[src/rtl/uart_tx_scheduler_pkg.sv]
// Shared types and defaults for the UART transmit scheduler.
package uart_tx_scheduler_pkg;

    localparam int unsigned UART_TX_FIFO_DEPTH = 16;
    localparam int unsigned UART_CLKS_PER_BIT  = 234;
    localparam int unsigned UART_FRAME_BITS    = 10;
    localparam int unsigned UART_BYTE_W        = 8;

    // Scheduler states: IDLE may pop a byte, WAIT spaces the next write.
    typedef enum logic {
        UTS_IDLE = 1'b0,
        UTS_WAIT = 1'b1
    } uts_state_e;

    // Write strobe and byte presented to the uart transmitter.
    typedef struct packed {
        logic                   wr;
        logic [UART_BYTE_W-1:0] dat;
    } uart_tx_t;

    // Spacing counter width; holds values up to byte_cycles-1, at least one bit.
    function automatic int unsigned uts_cnt_w(input int unsigned byte_cycles);
        return (byte_cycles < 2) ? 1 : $clog2(byte_cycles);
    endfunction

endpackage

[src/rtl/uart_tx_scheduler_if.sv]
// Store-side handshake and uart-side outputs of the transmit scheduler.
interface uart_tx_scheduler_if
    import uart_tx_scheduler_pkg::*;
#(
    parameter int unsigned DEPTH = UART_TX_FIFO_DEPTH
) ();

    localparam int unsigned LVL_W = $clog2(DEPTH) + 1;

    logic                   st_valid;
    logic [UART_BYTE_W-1:0] st_data;
    logic                   st_ready;
    logic                   stall;
    logic                   uart_wr;
    logic [UART_BYTE_W-1:0] uart_dat;
    logic [LVL_W-1:0]       level;
    logic                   idle;

    // Pipeline side: issues stores, observes flow control and status.
    modport master (
        output st_valid, st_data,
        input  st_ready, stall, uart_wr, uart_dat, level, idle
    );

    // Scheduler side.
    modport slave (
        input  st_valid, st_data,
        output st_ready, stall, uart_wr, uart_dat, level, idle
    );

endinterface

[src/rtl/uart_tx_scheduler_sync_fifo.sv]
// Single-clock FIFO with occupancy count; push/pop are ignored when full/empty.
module uart_tx_scheduler_sync_fifo #(
    parameter int unsigned WIDTH = 8,
    parameter int unsigned DEPTH = 16
) (
    input  logic                       clk,
    input  logic                       nrst,
    input  logic                       push_i,
    input  logic [WIDTH-1:0]           din_i,
    input  logic                       pop_i,
    output logic [WIDTH-1:0]           dout_o,
    output logic [$clog2(DEPTH):0]     level_o,
    output logic                       full_o,
    output logic                       empty_o
);

    localparam int unsigned PTR_W = $clog2(DEPTH);
    localparam int unsigned LVL_W = PTR_W + 1;

    logic [WIDTH-1:0] mem_q [DEPTH];
    logic [PTR_W-1:0] wr_ptr_q, wr_ptr_d;
    logic [PTR_W-1:0] rd_ptr_q, rd_ptr_d;
    logic [LVL_W-1:0] level_q, level_d;
    logic             push_ok;
    logic             pop_ok;

    assign full_o  = (level_q == LVL_W'(DEPTH));
    assign empty_o = (level_q == '0);
    assign push_ok = push_i & ~full_o;
    assign pop_ok  = pop_i & ~empty_o;
    assign dout_o  = mem_q[rd_ptr_q];
    assign level_o = level_q;

    // Pointer and occupancy next state; pointers wrap naturally (power-of-two depth).
    always_comb begin
        wr_ptr_d = wr_ptr_q;
        rd_ptr_d = rd_ptr_q;
        level_d  = level_q + LVL_W'(push_ok) - LVL_W'(pop_ok);
        if (push_ok) wr_ptr_d = wr_ptr_q + PTR_W'(1);
        if (pop_ok)  rd_ptr_d = rd_ptr_q + PTR_W'(1);
    end

    // Pointer and occupancy registers.
    always_ff @(posedge clk or negedge nrst) begin
        if (!nrst) begin
            wr_ptr_q <= '0;
            rd_ptr_q <= '0;
            level_q  <= '0;
        end else begin
            wr_ptr_q <= wr_ptr_d;
            rd_ptr_q <= rd_ptr_d;
            level_q  <= level_d;
        end
    end

    // Storage array; contents are don't-care until written.
    always_ff @(posedge clk) begin
        if (push_ok) mem_q[wr_ptr_q] <= din_i;
    end

endmodule

[src/rtl/uart_tx_scheduler.sv]
// Queues UART stores and feeds the uart one byte per frame time.
module uart_tx_scheduler
    import uart_tx_scheduler_pkg::*;
#(
    parameter int unsigned DEPTH        = UART_TX_FIFO_DEPTH,
    parameter int unsigned CLKS_PER_BIT = UART_CLKS_PER_BIT,
    parameter int unsigned FRAME_BITS   = UART_FRAME_BITS,
    parameter int unsigned BYTE_CYCLES  = CLKS_PER_BIT * FRAME_BITS
) (
    input  logic               clk,
    input  logic               nrst,
    uart_tx_scheduler_if.slave bus
);

    localparam int unsigned LVL_W = $clog2(DEPTH) + 1;
    localparam int unsigned CNT_W = uts_cnt_w(BYTE_CYCLES);

    uts_state_e             state_q, state_d;
    logic [CNT_W-1:0]       cnt_q, cnt_d;
    uart_tx_t               tx_q, tx_d;
    logic                   push;
    logic                   pop;
    logic                   fifo_full;
    logic                   fifo_empty;
    logic [UART_BYTE_W-1:0] head;
    logic [LVL_W-1:0]       level;

    // Ready depends only on registered occupancy, so a full FIFO stays closed on a pop edge.
    assign push         = bus.st_valid & ~fifo_full;
    assign bus.st_ready = ~fifo_full;
    assign bus.stall    = bus.st_valid & fifo_full;
    assign bus.uart_wr  = tx_q.wr;
    assign bus.uart_dat = tx_q.dat;
    assign bus.level    = level;
    assign bus.idle     = fifo_empty & (state_q == UTS_IDLE);

    uart_tx_scheduler_sync_fifo #(
        .WIDTH (UART_BYTE_W),
        .DEPTH (DEPTH)
    ) u_fifo (
        .clk     (clk),
        .nrst    (nrst),
        .push_i  (push),
        .din_i   (bus.st_data),
        .pop_i   (pop),
        .dout_o  (head),
        .level_o (level),
        .full_o  (fifo_full),
        .empty_o (fifo_empty)
    );

    // Pop a byte in IDLE, then hold off for BYTE_CYCLES cycles in WAIT.
    always_comb begin
        state_d = state_q;
        cnt_d   = cnt_q;
        tx_d    = tx_q;
        tx_d.wr = 1'b0;
        pop     = 1'b0;
        case (state_q)
            UTS_IDLE: begin
                if (!fifo_empty) begin
                    pop      = 1'b1;
                    tx_d.wr  = 1'b1;
                    tx_d.dat = head;
                    cnt_d    = CNT_W'(BYTE_CYCLES - 1);
                    state_d  = UTS_WAIT;
                end
            end
            UTS_WAIT: begin
                if (cnt_q == '0) begin
                    state_d = UTS_IDLE;
                end else begin
                    cnt_d = cnt_q - CNT_W'(1);
                end
            end
            default: state_d = UTS_IDLE;
        endcase
    end

    // State, spacing counter and registered uart outputs.
    always_ff @(posedge clk or negedge nrst) begin
        if (!nrst) begin
            state_q <= UTS_IDLE;
            cnt_q   <= '0;
            tx_q    <= '0;
        end else begin
            state_q <= state_d;
            cnt_q   <= cnt_d;
            tx_q    <= tx_d;
        end
    end

endmodule

[src/flat_wrapper.sv]
// flat-port wrapper written by rule: the top's interface ports become plain ports
module uart_tx_scheduler_flat import uart_tx_scheduler_pkg::*;
#(
    parameter int unsigned DEPTH        = UART_TX_FIFO_DEPTH,
    parameter int unsigned CLKS_PER_BIT = UART_CLKS_PER_BIT,
    parameter int unsigned FRAME_BITS   = UART_FRAME_BITS,
    parameter int unsigned BYTE_CYCLES  = CLKS_PER_BIT * FRAME_BITS
)
  (clk, nrst, bus_st_valid, bus_st_data, bus_st_ready, bus_stall, bus_uart_wr, bus_uart_dat, bus_level, bus_idle);
  uart_tx_scheduler_if #(.DEPTH(DEPTH)) bus_i ();
  input  logic clk;
  input  logic nrst;
  input wire logic [$bits(bus_i.st_valid)-1:0] bus_st_valid;
  input wire logic [$bits(bus_i.st_data)-1:0] bus_st_data;
  output wire logic [$bits(bus_i.st_ready)-1:0] bus_st_ready;
  output wire logic [$bits(bus_i.stall)-1:0] bus_stall;
  output wire logic [$bits(bus_i.uart_wr)-1:0] bus_uart_wr;
  output wire logic [$bits(bus_i.uart_dat)-1:0] bus_uart_dat;
  output wire logic [$bits(bus_i.level)-1:0] bus_level;
  output wire logic [$bits(bus_i.idle)-1:0] bus_idle;
  assign bus_i.st_valid = bus_st_valid;
  assign bus_i.st_data = bus_st_data;
  assign bus_st_ready = bus_i.st_ready;
  assign bus_stall = bus_i.stall;
  assign bus_uart_wr = bus_i.uart_wr;
  assign bus_uart_dat = bus_i.uart_dat;
  assign bus_level = bus_i.level;
  assign bus_idle = bus_i.idle;
  uart_tx_scheduler #(.DEPTH(DEPTH), .CLKS_PER_BIT(CLKS_PER_BIT), .FRAME_BITS(FRAME_BITS), .BYTE_CYCLES(BYTE_CYCLES)) u_core (.clk(clk), .nrst(nrst), .bus(bus_i));
endmodule
[config.mk]
export PLATFORM = sky130hd
export DESIGN_NAME = uart_tx_scheduler_flat
export DESIGN_NICKNAME = d
export VERILOG_FILES = /design/src/rtl/uart_tx_scheduler_pkg.sv /design/src/rtl/uart_tx_scheduler_if.sv /design/src/rtl/uart_tx_scheduler_sync_fifo.sv /design/src/rtl/uart_tx_scheduler.sv /design/src/flat_wrapper.sv
export SDC_FILE = /design/constraint.sdc
export NUM_CORES = 1
export LEC_CHECK = 0
export ABC_AREA = 1
export ABC_CLOCK_PERIOD_IN_PS = 3000
export CORE_UTILIZATION = 44
export DETAILED_ROUTE_END_ITERATION = 6
export PLACE_DENSITY = 0.62
export SLEW_MARGIN = 10
export SYNTH_ARGS = -nofsm -noshare
export SYNTH_HDL_FRONTEND = slang
export SYNTH_SLANG_ARGS = --single-unit
[constraint.sdc]
create_clock -name clk -period 3 [get_ports clk]
set_input_delay 0.3 -clock clk [delete_from_list [all_inputs] [get_ports clk]]
set_output_delay 0.3 -clock clk [all_outputs]
set_load 0.1 [all_outputs]
### After elaboration in Yosys (flattened, before gate mapping)

Memories as Yosys holds them, arrays and structs flattened.
Index checks and enable logic that the tools add are counted.

* flip-flop bits (word level): 35
* memory bits (writable): 128
* input bits: 11
* output and inout port bits: 17
* logic and storage cells: 39
* memories kept: 1

Memories
* u_core.u_fifo.mem_q: depth 16, bits a word 8, rd ports 1, clocked after memory_dff 0, write ports 1, RTL line uart_tx_scheduler_sync_fifo.sv:20 `logic [WIDTH-1:0] mem_q [DEPTH];`

* add/subtract/negate cells: 5
* equal/unequal tests: 3
* muxes and demuxes: 11
* bitwise gates (word level): 8
* reductions and logical operators: 4

Operators with widths (number)
* $mux W12: 2
* $pmux W12 S2: 1
* $mux W9: 2
* $logic_not A12 Y1: 1
* $sub A12 B1 Y12 const B: 1
* $add A4 B1 Y4 const B: 2
* $add A5 B1 Y5: 1
* $and A1 B1 Y1: 5
* $eq A5 B5 Y1 const B: 1
* $logic_not A5 Y1: 1
* $mux W1: 5
* $sub A5 B1 Y5: 1
* $ne A2 B2 Y1 const B: 2
* $reduce_and A2 Y1: 2
* $not A1 Y1: 3
* $pmux W1 S2: 1

### Depth between registers and ports, before layout

Gate-level depths: netlist of the first run.

* depth after elaboration: 6
* gate-level depth with buffers: 13
* depth with buffers taken out: 12

### Hierarchy

Synthesis of the first run repeated with hierarchy kept, for this count alone.

* cell total of the unflattened synthesis: 754
* area, all modules: 7388.3 sq um

By module, submodules not included
* uart_tx_scheduler_sync_fifo: times used 1, cells each 600, area each 6184.7 sq um, sequential area each 4169.0 sq um
* uart_tx_scheduler: times used 1, cells each 154, area each 1203.7 sq um, sequential area each 550.5 sq um

### Least setup slack after synthesis of the first run

Ideal clock, no wire load.

* path type: flip-flop to output port
* start point: reg u_core.u_fifo.level_q[4], in the netlist u_core.u_fifo.level_o[4]
* end point: out bus_stall
* data arrival time: 3634 ps
* required time: 2700 ps
* setup slack: -934 ps
* cell stages (with the launch flop): 3
* buffers on the path: 0
* path through: dfrtp_1 nand3_1 nor2_1

* cells in the longest elaborated chain, start to end: 2

RTL lines
* start, declared: RTL line uart_tx_scheduler_sync_fifo.sv:23 `logic [LVL_W-1:0] level_q, level_d;`
* start signal, assigned: RTL line uart_tx_scheduler_sync_fifo.sv:52 `level_q <= level_d;`
* $eq A5 B5 Y1: RTL line uart_tx_scheduler_sync_fifo.sv:27 `assign full_o = (level_q == LVL_W'(DEPTH));`
* $and A1 B1 Y1: RTL line uart_tx_scheduler.sv:31 `assign bus.stall = bus.st_valid & fifo_full;`
* end, declared: RTL line flat_wrapper.sv:16 `output wire logic [$bits(bus_i.stall)-1:0] bus_stall;`

Every way passes these cells.

### Worst setup path in the final report of the first run

* start point: reg u_core.u_fifo.level_q[3], in the netlist u_core.u_fifo.level_o[3]
* end point: reg u_core.u_fifo.level_q[4], in the netlist u_core.u_fifo.level_o[4]

* cells in the longest elaborated chain, start to end: 6
* elaborated cells between the ends (all ways): 11
* those cells by class: add/sub (2); eq/ne (1); mux (2); bitwise (5); reduce/logical (1)

RTL lines
* $eq A5 B5 Y1: RTL line uart_tx_scheduler_sync_fifo.sv:27
* $not A1 Y1: RTL line uart_tx_scheduler_sync_fifo.sv:29, uart_tx_scheduler.sv:29
* $and A1 B1 Y1: RTL line uart_tx_scheduler.sv:29 `assign push = bus.st_valid & ~fifo_full;`
* $and A1 B1 Y1: RTL line uart_tx_scheduler_sync_fifo.sv:29 `assign push_ok = push_i & ~full_o;`
* $add A5 B1 Y5: RTL line uart_tx_scheduler_sync_fifo.sv:38 `level_d = level_q + LVL_W'(push_ok) - LVL_W'(pop_ok);`
* $sub A5 B1 Y5 (*): RTL line uart_tx_scheduler_sync_fifo.sv:38
* named net u_core.u_fifo.level_d[4]: RTL line uart_tx_scheduler_sync_fifo.sv:23

The timed path passes the listed nets; every way through them passes the cells marked *.
A chain may end at the register's enable or synchronous reset.

==> flow_metrics.env, run 1 <==
export IMPL_status="finished with violations"
export IMPL_violations="negative hold slack"
export IMPL_avgRoutedWirePerCell_microns=16.30
export IMPL_fin_skew_ns=0.008738
export IMPL_synthCells=758
export IMPL_ys_top_cells_by_count="nand2_1, edfxtp_1, inv_1"
export IMPL_synth_edff_count=128
export IMPL_setup_tns_ns=0
export IMPL_power_leakage_nw=3.691
export IMPL_grt_usage_pct=20.49
export IMPL_clock_sinks=163
export IMPL_final_nets=805
export IMPL_cp_startpoint="u_core.u_fifo.level_o[3]"
export IMPL_hp_class="in2async"
export IMPL_first_pass_iters=5
export IMPL_pin_count=28
export IMPL_wl_met3_microns=677
export IMPL_min_period_ns=2.448
export IMPL_cts_setup_buffers=0
export IMPL_ys_warnings_count=0
export IMPL_slew_headroom_pct=28.59
export IMPL_antenna_found_initial=0
export IMPL_drc=0
export IMPL_synthArstFlopShare_pct=21.47
export IMPL_syn_num_nets=783
export IMPL_cts_hold_buffers=0
export IMPL_grt_pass1_vias=5048
export IMPL_dr_wl_met2_microns=8240
export IMPL_peakVddDrop_uv=708.7
export IMPL_fin_crit_sh_pct=81.59
export IMPL_max_freq_mhz=408.6
export IMPL_grt_overflow=0
export IMPL_holdWs_ns=-0.005439
export IMPL_critPathArrivalTime_ns=2.78
export IMPL_met1_length_microns=7301
export IMPL_dr_total_vias=4971
export IMPL_cts_buffers=17
export IMPL_h_tree_depth=4
export IMPL_synthTopCellsByArea="edfxtp_1, nand2_1, dfrtp_1"
export IMPL_insertion_delay_ns=0.42
export IMPL_drt_total_wl_microns=16510
export IMPL_start_util_pct=44.87
export IMPL_core_area_sq_mm=0.01652
export IMPL_synthFlopType="edfxtp_1"
export IMPL_cp_start_kind="register"
export IMPL_ant_nets=0
export IMPL_synth_yosys_seq_area_share_pct=63.65
export IMPL_setup_viol=0
export IMPL_synthesis_area_sq_mm=0.007415
export IMPL_grt_pass1_wl_microns=26750
export IMPL_worst_pin_slew_ns=1.070
export IMPL_gp_congestion=0.8761
export IMPL_crit_fanout=3
export IMPL_pre_cts_ws_ns=0.5339
export IMPL_diodes=0
export IMPL_drv_slew=0
export IMPL_area_growth_syn_to_layout_pct=13.40
export IMPL_syn_area_per_cell_sq_um=9.782
export IMPL_reg2regPathDepth=12
export IMPL_endpoint_kind="register"
export IMPL_viasPerCell=4.907
export IMPL_rsz0062_at_grt="no"
export IMPL_post_cts_resize_count=0
export IMPL_synth_top_area_cell="edfxtp_1"
export IMPL_yosysMostFrequentCell="nand2_1"
export IMPL_layout_drive_gt1_share_pct=8.197
export IMPL_maxCapViolations=0
export IMPL_cts_reportedPaths_clkPinSlew_ns=0.06
export IMPL_cts_root_buffer="clkbuf_16"
export IMPL_die_width_microns=131.8
export IMPL_dp_hpwl_microns=10790
export IMPL_yosysTopAreaCellShare_pct=51.84
export IMPL_rows=47
export IMPL_die_y_microns=131.8
export IMPL_power_density_mw_per_mm2=717.9
export IMPL_worstPathRequired_ns=3.34
export IMPL_path_class="reg2reg"
export IMPL_cts_tree="yes"
export IMPL_ctsLongestPathBuffers=2
export IMPL_grt_max_degree=67
export IMPL_r2r_start="u_core.u_fifo.level_o[3]"
export IMPL_setup_ws_ns=0.5524
export IMPL_finalHoldViolCount=7
export IMPL_synth_cell_types=26
export IMPL_dieArea_sq_mm=0.01737
export IMPL_first_iter_violations=372
export IMPL_synth_seq_cells=163
export IMPL_top_layer="met4"
export IMPL_io_buffers=27
-- worst paths after layout --
check                                                 to  slack (ns)
worst min register to register    u_core.bus.uart_dat[5]        0.48
max in group asynchronous       u_core.u_fifo.level_o[3]        2.40
worst max register to register  u_core.u_fifo.level_o[4]        0.55
worst max-delay path            u_core.u_fifo.level_o[4]        0.55
worst min-delay path              u_core.bus.uart_dat[2]      -0.005
min in group clk                  u_core.bus.uart_dat[5]        0.48
-- per-stage QoR --
step	area, sq um	hold slack, ns	total power [mW]	instances	utilization (%)
6_report	8408	-0.005439	6.036	1013	50.88
5_1_grt	8408	0.06060	6.289	1013	50.88
4_1_cts	8408	0.01006	6.082	1013	50.88
3_5_place_dp	7807	0.4567	3.899	981	47.25
3_3_place_gp	7807	0.4596	3.873	981	47.25
2_1_floorplan	7435	0.004409	3.581	758	-
-- critical path, cell delays in order (launching register included) --
cell and delay, ns:
dfrtp_2 0.42, inv_1 0.08, ha_1 0.21, nand3_1 0.15, nand2_2 0.10, inv_1 0.05, ha_1 0.26, inv_1 0.06
ha_1 0.16, inv_1 0.06, fa_1 0.38, o21ai_0 0.25, xor2_1 0.17
-- routing by layer --
layer	track usage, %	up-vias
met1	26.11	2352
li1	-	2456
met3	3.460	23
met5	0	-
met2	35.21	140
met4	7.429	0
-- where the power goes --
group	leakage, nW	switching (mW)	internal [mW]
logic	1.86	0.781	0.256
registers	1.56	0.107	2.70
clock network	0.277	0.834	1.36
-- cells by family after synthesis --
family | share of synthesized area, %
flip-flops | 63.65
buffers and inverters | 8.893
AND/OR/NAND/NOR | 22.02
AO/OA/AOI/OAI | 1.434
adder cells (fa/ha/maj) | 2.464
XOR/XNOR | 1.536
-- layout make-up --
class / instances / area, sq um
clock inverter: 8 / 128.9
inverter: 128 / 480.5
tap: 220 / 275.3
fill: 1524 / 8117
clock buffer: 24 / 471.7
sequential: 163 / 4726
multi-input combinational: 438 / 2051
timing repair buffer: 32 / 275.3
-- placed cells by master (no fill, tap or decap), types with 5 or more instances in the layout --
master,instances
dfrtp_1,30
dfrtp_2,5
nand3_1,112
inv_1,122
edfxtp_1,128
nand2_1,237
clkbuf_16,17
nor2_1,35
buf_4,20
o21ai_1,9
clkbuf_1,5
xor2_1,11
ha_1,13
clkdlybuf4s50_1,10
-- sequential cells by signal (all words and copies together) (netlist names) --
name,count
u_core.bus.uart_dat,8
u_core.cnt_q,12
u_core.state_q,1
u_core.u_fifo.rd_ptr_q,4
u_core.bus.uart_wr,1
u_core.u_fifo.level_o,5
u_core.u_fifo.wr_ptr_q,4
u_core.u_fifo.mem_q,128
(Power assumes the default switching activity.)
==> run 2: changes to the inputs <==
ABC_CLOCK_PERIOD_IN_PS = 2300   (was 3000)
clock period = 2.3 ns   (was 3 ns; I/O delays follow)
==> run 2 against run 1 <==
Against the previous run:
- the run now ends clean
- fmax increased by 12%
- routed wire length increased by 2.5%
- critical path depth unchanged
==> flow_metrics.env, run 2 (synthesis gave the netlist of run 1 again) <==
export IMPL_drt_total_wl_microns=16920
export IMPL_viasPerCell=4.917
export IMPL_layout_drive_gt1_share_pct=13.85
export IMPL_final_cell_mix="nand2_1, edfxtp_1, inv_1, nand3_1, buf_4"
export IMPL_hp_class="in2async"
export IMPL_area_growth_syn_to_layout_pct=17.67
export IMPL_final_nets=835
export IMPL_rows=47
export IMPL_worst_pin_slew_ns=0.8381
export IMPL_core_area_sq_mm=0.01652
export IMPL_avgRoutedWirePerCell_microns=16.22
export IMPL_grt_pass1_vias=5080
export IMPL_first_pass_iters=5
export IMPL_cts_buffers=17
export IMPL_grt_max_degree=41
export IMPL_h_tree_depth=4
export IMPL_grt_pass1_wl_microns=26880
export IMPL_path_class="reg2reg"
export IMPL_insertion_delay_ns=0.43
export IMPL_pin_count=28
export IMPL_grt_usage_pct=20.67
export IMPL_cts_root_buffer="clkbuf_16"
export IMPL_place_area_sq_mm=0.008118
export IMPL_die_y_microns=131.8
export IMPL_drv_slew=0
export IMPL_dp_hpwl_microns=11220
export IMPL_start_util_pct=44.87
export IMPL_worstPathRequired_ns=2.64
export IMPL_largest_reg_flops=128
export IMPL_peakVddDrop_uv=735.1
export IMPL_largest_register="u_core.u_fifo.mem_q"
export IMPL_clock_sinks=163
export IMPL_finalHoldViolCount=0
export IMPL_fill_cells=1468
export IMPL_dr_total_vias=5128
export IMPL_cts_setup_buffers=0
export IMPL_cp_start_kind="register"
export IMPL_die_width_microns=131.8
export IMPL_crit_fanout=3
export IMPL_grt_overflow=0
export IMPL_final_cells=1043
export IMPL_power_density_mw_per_mm2=921.6
export IMPL_cts_reportedPaths_clkPinSlew_ns=0.07
export IMPL_reg2regPathDepth=12
export IMPL_gp_congestion=0.8656
export IMPL_rsz0062_at_grt="no"
export IMPL_io_buffers=27
export IMPL_fin_crit_sh_pct=95.38
export IMPL_layout_commonest_cell="nand2_1"
export IMPL_setup_tns_ns=0
export IMPL_diodes=0
export IMPL_drc=0
export IMPL_cts_tree="yes"
export IMPL_endpoint_kind="register"
export IMPL_place_inst=1010
export IMPL_critPathArrivalTime_ns=2.54
export IMPL_ant_nets=0
export IMPL_max_freq_mhz=455.8
export IMPL_min_period_ns=2.194
export IMPL_ctsLongestPathBuffers=2
export IMPL_fin_area_sq_mm=0.008725
export IMPL_slew_headroom_pct=44.13
export IMPL_setup_viol=0
export IMPL_maxCapViolations=0
export IMPL_fin_skew_ns=0.009979
export IMPL_power_leakage_nw=3.860
export IMPL_antenna_found_initial=0
export IMPL_dieArea_sq_mm=0.01737
export IMPL_status="completed"
export IMPL_first_iter_violations=416
run 2: changes by cell type in the layout (fill, tap and decap cells not counted), sizes merged:
cell and delta:
clkbuf -7, clkinv +1, buf +30, dlygate4sd3 +1, clkinvlp -3, clkdlybuf4s50 -1
bufinv -2, inv +11
run 2: through the flow:
stage	setup slack (ns)	utilization [%]	total power [mW]	hold WS (ns)
final	0.1062	52.80	8.041	0.4357
after detailed placement	0.07130	49.13	5.254	0.3720
after global routing	0.02400	52.80	8.366	0.4834
after floorplan	-0.2200	-	4.775	-0.06559
after CTS	0.05410	52.72	8.044	0.4702
after global placement	0.1328	49.13	5.192	0.3597
run 2: repair_timing:
action / 4_1_cts / 5_1_grt
endpoints found under the hold margin: 35 / 0
endpoints found under the setup margin: 0 / 1
hold buffers: 1 / 0
resized for setup: 0 / 2
run 2: area by class of cell:
class	count	area [sq um]	area share, %
Multi-Input combinational cell	438	2132	24.44
Timing Repair Buffer	62	513.0	5.880
Clock buffer	17	425.4	4.876
Clock inverter	15	158.9	1.821
Inverter	128	485.5	5.564
Sequential cell	163	4735	54.27
Tap cell	220	275.3	3.155
run 2: final timing paths:
path / start / end / slack, ns
worst max-delay path: u_core.u_fifo.level_o[3] / u_core.u_fifo.level_o[4] / 0.11
worst min register to register: u_core.bus.uart_dat[2] / u_core.bus.uart_dat[2] / 0.49
worst max register to register: u_core.u_fifo.level_o[3] / u_core.u_fifo.level_o[4] / 0.11
max in group asynchronous: nrst / u_core.u_fifo.level_o[3] / 1.23
min in group clk: bus_st_data[5] / u_core.u_fifo.mem_q[15][5] / 0.47
worst min-delay path: nrst / u_core.cnt_q[11] / 0.44
run 2: power by group:
group          internal, mW  switching (mW)
clock network          1.55            1.28
registers              3.53           0.168
logic                 0.447            1.07
total                  5.52            2.52
run 2: metal layers:
metal  share of wire [%]  vias to the layer above  track usage (%)
met5                   0                        -                0
met4                 2.1                        0            8.010
met3                 5.0                       25            5.306
met2                  48                      121            33.07
met1                  45                     2456            27.08
li1                    -                     2526                -
run 2: critical path: stages, from the launching register on:
cell     delay, ns
dfrtp_4       0.50
inv_4         0.07
ha_4          0.16
nand3_4       0.11
nand2_4       0.09
inv_2         0.05
ha_4          0.23
inv_2         0.06
ha_4          0.12
inv_2         0.04
fa_2          0.37
o21ai_2       0.14
xor2_1        0.18
==> run 3: changes to the inputs <==
CORE_MARGIN = 2   (was unset)
HOLD_SLACK_MARGIN = 0.06   (was unset)
==> run 3 against run 2 <==
Against the previous run:
- register-to-register slack improved by 0.03 ns
- fmax grew 1.5%
- hold slack got worse by 0.0024 ns
- power increased by 0.12%
- critical endpoint unchanged
- highest routed layer unchanged
==> flow_metrics.env, run 3 (synthesis gave the netlist of run 1 again) <==
export IMPL_max_freq_mhz=462.6
export IMPL_fin_skew_ns=0.01140
export IMPL_start_util_pct=44.87
export IMPL_final_core_util_pct=52.84
export IMPL_cts_reportedPaths_clkPinSlew_ns=0.07
export IMPL_critPathArrivalTime_ns=2.51
export IMPL_place_area_sq_mm=0.008118
export IMPL_holdWs_ns=0.4333
export IMPL_antenna_found_initial=0
export IMPL_cp_startpoint="u_core.u_fifo.level_o[3]"
export IMPL_pre_cts_ws_ns=0.07657
export IMPL_setup_ws_ns=0.1382
export IMPL_ctsLongestPathBuffers=2
export IMPL_finalHoldViolCount=0
export IMPL_fin_area_sq_mm=0.008731
export IMPL_multi_input_area_sq_mm=0.002132
export IMPL_cts_tree="yes"
export IMPL_first_iter_violations=352
export IMPL_cts_root_buffer="clkbuf_16"
export IMPL_reg2regPathDepth=12
export IMPL_p_sw_share_pct=30.29
export IMPL_grt_pass1_vias=5125
export IMPL_first_pass_iters=5
export IMPL_gp_congestion=0.9141
export IMPL_dr_total_vias=5107
export IMPL_crit_end="u_core.u_fifo.level_o[4]"
export IMPL_min_period_ns=2.162
export IMPL_largest_reg_flops=128
export IMPL_die_width_microns=133.8
export IMPL_ant_nets=0
export IMPL_area_growth_syn_to_layout_pct=17.75
export IMPL_die_y_microns=133.8
export IMPL_final_cells=1043
export IMPL_dieArea_sq_mm=0.01791
export IMPL_layout_commonest_cell="nand2_1"
export IMPL_p_clk_share_pct=35.2
export IMPL_io_buffers=27
export IMPL_pwr_share_comb_pct=18.8
export IMPL_intPower_mw=5.612
export IMPL_worst_pin_slew_ns=0.8029
export IMPL_p_seq_share_pct=45.9
export IMPL_maxCapViolations=0
export IMPL_hp_class="in2async"
export IMPL_grt_usage_pct=19.43
export IMPL_drt_total_wl_microns=16230
export IMPL_cp_start_kind="register"
export IMPL_cts_buffers=17
export IMPL_fill_cells=1483
export IMPL_endpoint_kind="register"
export IMPL_diodes=0
export IMPL_r2r_slack_ns=0.14
export IMPL_worstPathRequired_ns=2.65
export IMPL_insertion_delay_ns=0.43
export IMPL_drv_slew=0
export IMPL_peakVddDrop_uv=564.3
export IMPL_power_density_mw_per_mm2=922.1
export IMPL_path_class="reg2reg"
export IMPL_grt_overflow=0
export IMPL_r2r_start="u_core.u_fifo.level_o[3]"
export IMPL_largest_register="u_core.u_fifo.mem_q"
export IMPL_final_nets=835
export IMPL_p_switching_mw=2.438
export IMPL_power_leakage_nw=3.861
export IMPL_clock_sinks=163
export IMPL_fin_crit_sh_pct=93.99
export IMPL_r2r_end="u_core.u_fifo.level_o[4]"
export IMPL_status="completed"
export IMPL_pin_count=28
export IMPL_place_inst=1010
export IMPL_grt_pass1_wl_microns=26020
export IMPL_slew_headroom_pct=46.47
export IMPL_regArea_sq_mm=0.004735
export IMPL_final_cell_mix="nand2_1, edfxtp_1, inv_1, nand3_1, buf_4"
export IMPL_dp_hpwl_microns=11080
export IMPL_crit_fanout=3
export IMPL_layout_drive_gt1_share_pct=13.61
export IMPL_h_tree_depth=4
export IMPL_setup_viol=0
export IMPL_drc=0
export IMPL_viasPerCell=4.896
export IMPL_grt_max_degree=41
export IMPL_rows=47
export IMPL_core_area_sq_mm=0.01652
export IMPL_rsz0062_at_grt="no"
export IMPL_avgRoutedWirePerCell_microns=15.56
==> run 3: cell types whose count changed in the layout (fill, tap and decap cells not counted) <==
| cell | change |
|---|---|
| clkinv_4 | +2 |
| bufinv_16 | +1 |
| clkinv_1 | +1 |
| clkinv_2 | -1 |
| clkbuf_1 | +1 |
| clkinvlp_4 | -1 |
| inv_6 | +1 |
| inv_8 | -4 |
==> run 3: power groups by stage <==
stage / Clock, mW / Sequential [mW] / Combinational [mW]
2_1_floorplan: 0 / 4.06 / 0.719
3_3_place_gp: 0 / 3.74 / 1.47
3_5_place_dp: 0 / 3.76 / 1.50
4_1_cts: 2.90 / 3.69 / 1.51
5_1_grt: 3.02 / 3.73 / 1.67
6_report: 2.84 / 3.70 / 1.51
==> run 3: metal layers <==
layer / vias up / global-route usage, % / part of all wire (%)
li1: 2520 / - / -
met1: 2436 / 25.29 / 44
met3: 33 / 4.044 / 4.6
met4: 0 / 8.511 / 2.6
met2: 118 / 31.68 / 48
met5: - / 0 / 0
==> run 3: what timing repair did <==
item                       CTS  global route
buffers inserted             0             0
setup endpoints to repair    0             1
hold endpoints to repair    35             0
resized for setup            0             2
hold buffers                 1             0
==> run 3: final cells by class <==
class / instances / area share, %
multi-input cells: 438 / 24.42
clock buffers: 18 / 4.915
flip-flops and latches: 163 / 54.23
repair buffers: 62 / 5.876
clock inverters: 14 / 1.849
well taps: 220 / 3.153
inverters: 128 / 5.560
==> run 3: per-stage QoR <==
stage / total power [mW] / TNS (ns)
finish: 8.050 / 0
global route: 8.419 / 0
CTS: 8.110 / 0
detailed placement: 5.257 / 0
global placement: 5.211 / 0
floorplan: 4.775 / -0.5487
==> run 3: worst min path at each step <==
stage | startpoint | to | slack (ns) | depth (start not counted)
after detailed placement | nrst | u_core.cnt_q[6] | 0.36 | 1
final | nrst | u_core.u_fifo.rd_ptr_q[1] | 0.43 | 2
after global placement | nrst | u_core.cnt_q[10] | 0.34 | 1
after floorplan | nrst | u_core.bus.uart_dat[0] | -0.07 | 0
after CTS | nrst | u_core.cnt_q[10] | 0.44 | 2
after global routing | bus_st_data[5] | u_core.u_fifo.mem_q[12][5] | 0.47 | 1
==> run 3: critical path, stage by stage, from the launching register on <==
cell,delay (ns)
dfrtp_4,0.50
inv_4,0.07
ha_4,0.16
nand3_4,0.10
nand2_4,0.09
inv_2,0.05
ha_4,0.22
inv_2,0.06
ha_4,0.12
inv_2,0.04
fa_2,0.37
o21ai_2,0.13
xor2_1,0.16
